--- src/rtl/imem_loader_pkg.sv ---
// imem_loader_pkg: shared states and image framing constants for the boot loader.
package imem_loader_pkg;
    typedef enum logic [2:0] {S_HDR, S_DATA, S_CSUM, S_RUN, S_ERROR} state_t;
    localparam int HDR_BYTES = 4;
    localparam int BYTES_PER_WORD = 4;
endpackage

--- src/rtl/byte_assembler.sv ---
// byte_assembler: little-endian byte-to-word packer; word_done flags the cycle the 4th byte is accepted.
module byte_assembler
    import imem_loader_pkg::*;
(
    input  logic        clk,
    input  logic        reset,
    input  logic        clear,
    input  logic        en,
    input  logic [7:0]  in_data,
    output logic [31:0] word,
    output logic        word_done
);
    logic [1:0]  idx;
    logic [23:0] sr;
    // The 4th byte is combined combinationally so callers can act on it at the accepting edge.
    assign word = {in_data, sr};
    assign word_done = en && (idx == 2'(BYTES_PER_WORD - 1));
    always_ff @(posedge clk or posedge reset) begin
        if (reset) begin
            idx <= '0;
            sr  <= '0;
        end else if (clear) begin
            idx <= '0;
            sr  <= '0;
        end else if (en) begin
            idx <= idx + 2'd1;
            sr  <= {in_data, sr[23:8]};
        end
    end
endmodule

--- src/rtl/imem_loader.sv ---
// imem_loader: streams a little-endian program image into instruction RAM, then releases the CPU.
// Define IMEM_LOADER_CHECKSUM_EN to require a trailing XOR checksum byte after the data words.
module imem_loader
    import imem_loader_pkg::*;
#(
    parameter int          ADDR_W    = 10,
    parameter logic [31:0] BASE_ADDR = 32'h0000_0000
) (
    input  logic        clk,
    input  logic        reset,
    input  logic [7:0]  in_data,
    input  logic        in_valid,
    output logic        in_ready,
    input  logic        reload,
    output logic        imem_we,
    output logic [31:0] imem_addr,
    output logic [31:0] imem_wdata,
    output logic        cpu_reset,
    output logic        done,
    output logic        error
);
    localparam logic [32:0] MAX_WORDS = 33'(1) << ADDR_W;
    state_t state, state_nx;
    logic [ADDR_W:0] cnt, n_words;
    logic [31:0] word;
    logic take, asm_en, clr, word_done, oversize;
`ifdef IMEM_LOADER_CHECKSUM_EN
    logic [7:0] csum;
    logic last_word;
    assign last_word = (cnt + (ADDR_W + 1)'(1)) == n_words;
`endif
    assign in_ready  = (state == S_HDR) || (state == S_DATA) || (state == S_CSUM);
    assign cpu_reset = state != S_RUN;
    assign done      = state == S_RUN;
    assign error     = state == S_ERROR;
    assign take      = in_valid && in_ready;
    // Once all N words are in (cnt == n_words) DATA only waits for the final write to commit.
    assign asm_en    = take && (state == S_HDR || (state == S_DATA && cnt != n_words));
    assign clr       = reload && (state == S_RUN || state == S_ERROR);
    assign oversize  = {1'b0, word} > MAX_WORDS;

    byte_assembler u_asm (
        .clk       (clk),
        .reset     (reset),
        .clear     (clr),
        .en        (asm_en),
        .in_data   (in_data),
        .word      (word),
        .word_done (word_done)
    );

    always_comb begin
        state_nx = state;
        case (state)
            S_HDR: if (word_done) begin
`ifdef IMEM_LOADER_CHECKSUM_EN
                state_nx = oversize ? S_ERROR : (word == 32'd0) ? S_CSUM : S_DATA;
`else
                state_nx = oversize ? S_ERROR : S_DATA;
`endif
            end
`ifdef IMEM_LOADER_CHECKSUM_EN
            S_DATA: if (word_done && last_word) state_nx = S_CSUM;
            S_CSUM: if (take) state_nx = (in_data == csum) ? S_RUN : S_ERROR;
`else
            S_DATA: if (cnt == n_words) state_nx = S_RUN;
`endif
            S_RUN, S_ERROR: if (reload) state_nx = S_HDR;
            default: state_nx = S_HDR;
        endcase
    end

    always_ff @(posedge clk or posedge reset) begin
        if (reset) begin
            state      <= S_HDR;
            cnt        <= '0;
            n_words    <= '0;
            imem_we    <= 1'b0;
            imem_addr  <= BASE_ADDR;
            imem_wdata <= '0;
        end else begin
            state   <= state_nx;
            imem_we <= word_done && state == S_DATA;
            if (clr) cnt <= '0;
            else if (word_done && state == S_DATA) cnt <= cnt + (ADDR_W + 1)'(1);
            if (word_done && state == S_HDR) n_words <= word[ADDR_W:0];
            if (word_done && state == S_DATA) begin
                imem_addr  <= BASE_ADDR + 32'({cnt, 2'b00});
                imem_wdata <= word;
            end
        end
    end

`ifdef IMEM_LOADER_CHECKSUM_EN
    always_ff @(posedge clk or posedge reset) begin
        if (reset) csum <= '0;
        else if (clr) csum <= '0;
        else if (asm_en) csum <= csum ^ in_data;
    end
`endif
endmodule

--- config.mk ---
export PLATFORM = sky130hd
export DESIGN_NAME = imem_loader
export DESIGN_NICKNAME = d
export VERILOG_FILES = /design/src/rtl/imem_loader_pkg.sv /design/src/rtl/byte_assembler.sv /design/src/rtl/imem_loader.sv
export SDC_FILE = /design/constraint.sdc
export NUM_CORES = 1
export LEC_CHECK = 0
export CAP_MARGIN = 20
export CORE_MARGIN = 2
export CORE_UTILIZATION = 56
export CTS_CLUSTER_DIAMETER = 100
export DETAILED_ROUTE_END_ITERATION = 7
export PLACE_DENSITY = 0.95
export SLEW_MARGIN = 20
export SYNTH_ARGS = -nofsm -noshare
export SYNTH_HDL_FRONTEND = slang
export SYNTH_SLANG_ARGS = --single-unit
--- constraint.sdc ---
create_clock -name clk -period 6.8 [get_ports clk]
set_clock_uncertainty 0.05 [all_clocks]
set_input_delay 1.36 -clock clk [delete_from_list [all_inputs] [get_ports clk]]
set_output_delay 1.36 -clock clk [all_outputs]
set_load 0.005 [all_outputs]
# Word-level counts from Yosys, hierarchy flattened
# Cells that the tools add are included.
[totals]
ff_bits = 95
input_bits = 12
out_inout_bits = 69
word_cells = 49
[op_classes]
n_addsub = 2
order_cmp = 1
n_eq_ne = 11
mux = 11
n_reduce_logical = 16
[ops]
columns = ["cell", "count"]
rows = [
  ["24-bit 2-to-1 mux", 2],
  ["32-bit by 11-bit > comparator with 1-bit output, second input constant", 1],
  ["11-bit 2-to-1 mux", 2],
  ["3-bit 2-to-1 mux", 4],
  ["11-bit by 1-bit adder with 11-bit output, second input constant", 1],
  ["11-bit equality test", 1],
  ["11-bit inequality test", 1],
  ["3-bit case mux with 3 select lines", 1],
  ["1-bit logical AND", 7],
  ["3-bit by 2-bit equality test with 1-bit output, second input constant", 2],
  ["1-bit logical OR", 4],
  ["2-bit 2-to-1 mux", 2],
  ["2-bit inequality test, second input constant", 2],
  ["2-bit nonzero test", 2],
  ["3-bit by 1-bit equality test with 1-bit output, second input constant", 1],
  ["3-bit equality test, second input constant", 1],
  ["3-bit zero test", 1],
  ["3-bit by 2-bit inequality test with 1-bit output, second input constant", 1],
  ["3-bit AND reduction", 1],
  ["2-bit by 1-bit adder with 2-bit output, second input constant", 1],
  ["2-bit equality test, second input constant", 1],
  ["2-bit by 1-bit inequality test with 1-bit output, second input constant", 1],
  ["2-bit OR reduction", 1],
]

# Longest topological paths before layout
# Gate-level depths: netlist (run 1).
[logic_depth]
word_depth = 9
mapped_depth = 8
ltp_nobuf = 6

# By module
# Synthesis (run 1) repeated with hierarchy kept, for this count alone.
[hier_totals]
hier_cells = 428
area_unflattened_um2 = 4330.4
[by_module_without_submodules]
columns = ["mod", "n_inst", "cells_each", "area_per_inst_um2", "seq_area_each_um2"]
rows = [
  ["imem_loader", 1, 333, 3171.8, 1726.7],
  ["byte_assembler", 1, 95, 1158.6, 650.6],
]

# Least setup slack after synthesis (run 1)
# No wires, ideal clock.
[synth_timing]
kind = "input to register"
startpoint = "input in_valid"
endpoint = "register imem_wdata[0]"
setup_ps = 125
arrival_time_ps = 2422
required_time_ps = 6625
slack_ps = 4203
cell_stages = 5
path_buffers = 1
cell_sequence = "nand2_1 nor3_2 nand2_2 buf_2 mux2_2"
[synth_via]
elab_chain_cells = 4
[synth_lines]
columns = ["item", "line_no", "source"]
rows = [
  ["from (decl)", "imem_loader.sv:12", "input logic in_valid,"],
  ["1-bit logical AND", "imem_loader.sv:36", "assign take = in_valid && in_ready;"],
  ["1-bit logical AND", "imem_loader.sv:38", "assign asm_en = take && (state == S_HDR || (state == S_DATA && cnt != n_words));"],
  ["1-bit logical AND", "byte_assembler.sv:17", "assign word_done = en && (idx == 2'(BYTES_PER_WORD - 1));"],
  ["1-bit logical AND", "imem_loader.sv:87", "if (word_done && state == S_DATA) begin"],
  ["to (signal assigned)", "imem_loader.sv:89", "imem_wdata <= word;"],
  ["to (decl)", "imem_loader.sv:17", "output logic [31:0] imem_wdata,"],
]
# Every way passes these cells.
# A chain may end at the register's enable or synchronous reset.

# Worst setup path in the final report (run 1)
[layout_timing]
startpoint = "register state[1]"
endpoint = "output error"
[layout_via]
elab_chain_cells = 1
[layout_lines]
columns = ["item", "line_no", "source"]
rows = [
  ["from (decl)", "imem_loader.sv:23", "state_t state, state_nx;"],
  ["from (signal assigned)", "imem_loader.sv:82", "state <= state_nx;"],
  ["3-bit equality test", "imem_loader.sv:35", "assign error = state == S_ERROR;"],
  ["to (decl)", "imem_loader.sv:20", "output logic error"],
]
# Every way passes these cells.

==> flow_summary.yaml, run 1 <==
setup_path:
  worstSetupStartpointType: "flop"
  crit_end: "error"
  endpoint_kind: "output port"
  r2r_start: "cnt[3]"
  reg2reg_to: "imem_wdata[21]"
  cp_data_arrival_time_ps: 1920
  rr_worst_depth: 5
  critPathRequiredTime_ps: 5390
  reg2reg_slack_ps: 3630
  crit_type: "flop to output port"
  crit_path_max_fanout: 10
  cp-startpoint: "state[1]"
logic_synthesis:
  synth-seq-cells: 95
  synth-seq-area-share_pct: 54.6
  synthArstFlopShare_pct: 100
  yosysWarnings: 0
  synth_edf_count: 0
  synth.distinct_cells: 39
  syn_avg_cell_area_sq_um: 12.1
  syn_area_sq_um: 4350
  ys.flop_type: "dfrtp_1"
  synthesis.instances: 361
global_route:
  grt_pass1_wl_um: 14400
  grt-ovfl-total: 0
  track_usage_pct: 21.7
  grt_start_max_net_pins: 93
  first_global_vias: 2964
  antenna_found_initial: 0
sta:
  fin_crit_sh_pct: 48.9
  finalHoldViolCount: 0
  rsz0062_at_grt: "no"
  fmax_ghz: 0.301
  setup_viol: 0
  tns_ps: 0
  period_minus_slack_ps: 3330
  drv_slew: 0
  worstMarginPinSlew_ps: 848
  relSlewSlack_pct: 43.3
clock_network:
  clock_path_buffers: 2
  cts_setup_buffers: 0
  clockRootBuffer: "clkbuf_8"
  clock-sinks: 95
  cts_hold_buf: 0
  cts_buffers: 9
  cts_tree: "yes"
  clkTransAtPathRegs_ps: 100
  clock_latency_ps: 370
  htreeDepth: 3
  cts_resized: 0
power_and_ir_drop:
  power_mw: 1.57
  ir_drop_v: 0.000183
  p_per_area_nw_per_um2: 303
  leakagePower_nw: 2.63
die:
  die-area_sq_um: 8490
  dieHeight_um: 92.2
  start_util_pct: 56.9
  io_pins: 81
  coreArea_sq_um: 7650
  rows: 32
  die_w_um: 92.2
run_status:
  status: "completed"
routing:
  drcViolationCount: 0
  drt-total-wl_um: 8480
  wl_per_cell_um: 16.1
  drt_pass1_iterations: 4
  final_antenna_net_count: 0
  drt_iter0_drc: 147
  vias: 2849
  avgViaCountPerCell: 5.43
final_layout:
  synthToLayoutAreaGrowth_pct: 19.0
  final_common_cell: "dfrtp_1"
  stdcell_area_sq_um: 5180
  layout-drive-gt1-share_pct: 21.3
  diodes: 0
  final_nets: 432
  mostFrequentLayoutCells: "dfrtp_1 (95), mux2_2 (61), clkdlybuf4s50_1 (59)"
placement:
  port_buffers: 59
  placed_cell_area_sq_um: 4930
  place_hpwl_um: 5630
  gp_congestion: 0.816
job:
  cap_violations: 0
min_path:
  hp-class: "flop to flop"
-- cells in the mapped netlist, types with 3 or more instances --
cell      number  area [sq um]
buf_2          5          25.0
a21oi_1        5          25.0
dfrtp_1       95          2380
buf_6          3          33.8
nor3_1         5          25.0
mux2i_1       24           240
a31o_2         3          26.3
inv_1         22          82.6
nand3_1        6          30.0
nand2b_1       4          25.0
xor2_1        11          96.3
and3_1         5          31.3
nand4_1        4          25.0
mux2_2        61           687
buf_4         22           165
nor4_1         8          50.1
clkbuf_1       5          18.8
nor2_1        18          67.6
nand2_1       31           116
-- worst max-delay path, cell delays in order (launching register included) --
cell	delay (ps)
dfrtp_1	500
nor3b_1	450
clkdlybuf4s50_1	610
-- metrics by stage --
stage / worst slack, ps / util (%) / instances / hold WS, ps
after global placement: 3100 / 64.4 / 509 / 415
after CTS: 3320 / 67.6 / 525 / 444
final: 3470 / 67.8 / 525 / 444
after detailed placement: 2970 / 64.4 / 509 / 432
after floorplan: 2910 / - / 381 / 402
after global routing: 3390 / 67.8 / 525 / 477
-- cell families after synthesis --
family          synth area share (%)
simple gates                    10.4
compound gates                  2.53
xor+xnor                        2.21
mux                             22.0
other cells                   0.0861
buf+inv                         7.56
fa+ha+maj                      0.575
flops                           54.6
-- final cells by class --
type / count / area [sq um]
Fill cell: 537 / 2470
Sequential cell: 95 / 2380
Multi-Input combinational cell: 228 / 1730
Timing Repair Buffer: 62 / 617
Tap cell: 102 / 128
Clock buffer: 9 / 124
Clock inverter: 7 / 121
Inverter: 22 / 83.8
-- where the power goes --
part | internal [mW] | total (mW) | switching, mW
clock | 0.245 | 0.446 | 0.202
combinational | 0.171 | 0.347 | 0.177
sequential | 0.673 | 0.776 | 0.103
total | 1.09 | 1.57 | 0.481
-- flip-flops by register name, indices dropped and copies added (netlist names) --
name / count
cnt: 11
u_asm.idx: 2
imem_addr: 11
state: 3
imem_we: 1
imem_wdata: 32
n_words: 11
u_asm.sr: 24
-- worst min path at each step --
stage / start / end / slack, ps / cells past startpoint
global placement: u_asm.idx[0] / u_asm.idx[0] / 420 / 1
detailed placement: u_asm.idx[0] / u_asm.idx[0] / 430 / 1
finish: u_asm.idx[0] / u_asm.idx[0] / 440 / 1
floorplan: u_asm.idx[0] / u_asm.idx[0] / 400 / 1
CTS: u_asm.idx[0] / u_asm.idx[0] / 440 / 1
global route: u_asm.idx[0] / u_asm.idx[0] / 480 / 1
-- metal layers --
layer	track usage (%)	vias to the layer above	share of wire, %
met4	10.3	0	2.6
met5	0	-	0
li1	-	1318	-
met3	3.78	24	4.9
met1	27.6	1401	42
met2	36.3	106	50
Note: power is estimated with default switching activity, not from simulation.
==> inputs of run 2 (changes only) <==
CORE_UTILIZATION = 52   (was 56)
PLACE_DENSITY = 0.91   (was 0.95)
clock period = 3.45 ns   (was 6.8 ns; I/O delays follow)
==> run 2 against run 1 <==
Against the previous run:
- register-to-register slack got worse by 3200 ps
- sequential power increased by 98%
- clock-buffer cell count stayed put
- largest cell class unchanged
- combinational power up 100%
- routed wire length grew 0.14%
- die area rose by 7.4%
- global-route usage is 1.2 points lower
- critical path type is now flop to flop
==> flow_summary.yaml, run 2 (same netlist as run 1, synthesis figures left out) <==
setup_path:
  reg2reg_slack_ps: 430
  worstSetupStartpointType: "flop"
  critPathRequiredTime_ps: 3680
  endpoint_kind: "flop"
  crit_type: "flop to flop"
  crit_path_max_fanout: 16
  cp_data_arrival_time_ps: 3250
sta:
  fmax_ghz: 0.331
  setup_viol: 0
  fin_crit_sh_pct: 87.5
  worstMarginPinSlew_ps: 850
  tns_ps: 0
  relSlewSlack_pct: 43.1
  drv_slew: 0
  rsz0062_at_grt: "no"
  finalHoldViolCount: 0
  fin_hold_ws_ps: 463
  period_minus_slack_ps: 3020
clock_network:
  clock_latency_ps: 370
  clockRootBuffer: "clkbuf_8"
  clkTransAtPathRegs_ps: 100
  cts_tree: "yes"
  cts_buffers: 9
  cts_resized: 0
  cts_setup_buffers: 0
  clock-sinks: 95
  htreeDepth: 3
  cts_hold_buf: 0
  clock_path_buffers: 2
final_layout:
  mostFrequentLayoutCells: "dfrtp_1 (95), mux2_2 (61), clkdlybuf4s50_1 (59)"
  fillers: 618
  final_common_cell: "dfrtp_1"
  largest-register: "imem_wdata"
  multi_input_area_sq_um: 1730
  largest_reg_flops: 32
  final_util_pct: 63.4
  regArea_sq_um: 2380
  final_nets: 434
  diodes: 0
  layout-drive-gt1-share_pct: 21.6
  synthToLayoutAreaGrowth_pct: 19.0
  reg.largest.list: "imem_wdata: 32 flops, u_asm.sr: 24 flops"
  stdcell_area_sq_um: 5180
power_and_ir_drop:
  ir_drop_v: 0.000309
  leakagePower_nw: 2.63
  p_per_area_nw_per_um2: 579
global_route:
  grt-ovfl-total: 0
  track_usage_pct: 20.6
  first_global_vias: 2820
  grt_start_max_net_pins: 43
  grt_pass1_wl_um: 14100
  antenna_found_initial: 0
run_status:
  status: "completed"
job:
  cap_violations: 0
routing:
  drt-total-wl_um: 8490
  drt_iter0_drc: 106
  drcViolationCount: 0
  vias: 2834
  avgViaCountPerCell: 5.35
  drt_pass1_iterations: 4
  final_antenna_net_count: 0
  wl_per_cell_um: 16.0
min_path:
  hp-class: "flop to flop"
placement:
  port_buffers: 59
  place_hpwl_um: 5960
  placed_cell_area_sq_um: 4980
  gp_congestion: 0.803
die:
  rows: 33
  dieHeight_um: 95.5
  die-area_sq_um: 9120
  start_util_pct: 53.2
  die_w_um: 95.5
  io_pins: 81
  coreArea_sq_um: 8180
run 2: changes by cell type in the layout (fill, tap and decap cells not counted), sizes merged:
cell | before | now
inv | 21 | 25
buf | 3 | 5
bufinv | 3 | 1
clkinvlp | 3 | 1
run 2: where the power goes:
part | internal [mW] | switching [mW] | total [mW]
registers | 1.33 | 0.211 | 1.54
logic | 0.340 | 0.362 | 0.701
clock network | 0.344 | 0.416 | 0.761
total | 2.01 | 0.989 | 3.00
run 2: path summary, 6_finish.rpt:
| check | start | end | cells after the start |
|---|---|---|---|
| setup / recovery | cnt[2] | u_asm.sr[0] | 6 |
| hold / removal | imem_addr[7] | imem_addr[7] | 1 |
| setup reg to reg | cnt[2] | u_asm.sr[0] | 6 |
| hold reg to reg | imem_addr[7] | imem_addr[7] | 1 |
| max in group asynchronous | reset | n_words[4] | 3 |
| min in group asynchronous | reset | imem_addr[2] | 2 |
run 2: stage by stage:
stage	power [mW]	setup slack, ps	cells
floorplan	2.04	233	381
global placement	2.18	593	514
detailed placement	2.26	451	514
CTS	3.01	419	530
global route	3.16	167	530
finish	3.00	431	530
run 2: metal layers:
layer  track usage [%]  vias to the layer above  part of all wire (%)
met2              34.7                       98                    51
met1              25.5                     1413                    41
met3              3.64                       18                   5.4
met4              10.5                        0                   2.7
met5                 0                        -                     0
li1                  -                     1305                     -
run 2: cell type report:
cell class	count	area share (%)
clock buffers	9	2.39
clock inverters	7	1.50
well taps	105	2.54
inverters	22	1.62
flip-flops and latches	95	45.9
repair buffers	64	12.6
multi-input cells	228	33.5
run 2: critical path, stage by stage (launching register included):
cell and delay [ps]:
dfrtp_1 490, xor2_1 200, nor4_1 580, and4_1 340, or4b_1 670, buf_4 350, mux2i_1 240
==> inputs of run 3 (changes only) <==
--- a/config.mk
+++ b/config.mk
@@ -11,4 +11,5 @@
 export CTS_CLUSTER_DIAMETER = 100
 export DETAILED_ROUTE_END_ITERATION = 7
+export GPL_ROUTABILITY_DRIVEN = 0
 export PLACE_DENSITY = 0.91
 export SLEW_MARGIN = 20
--- a/constraint.sdc
+++ b/constraint.sdc
@@ -3,3 +3,3 @@
 set_input_delay 0.69 -clock clk [delete_from_list [all_inputs] [get_ports clk]]
 set_output_delay 0.69 -clock clk [all_outputs]
-set_load 0.005 [all_outputs]
+set_load 0.02 [all_outputs]
==> results of run 3 <==
The final DEF is identical to that of run 2. Status: completed.
Among the figures that moved: total power 3.00 mW -> 3.03 mW; worst IR drop on VDD 0.000309 V -> 0.000310 V
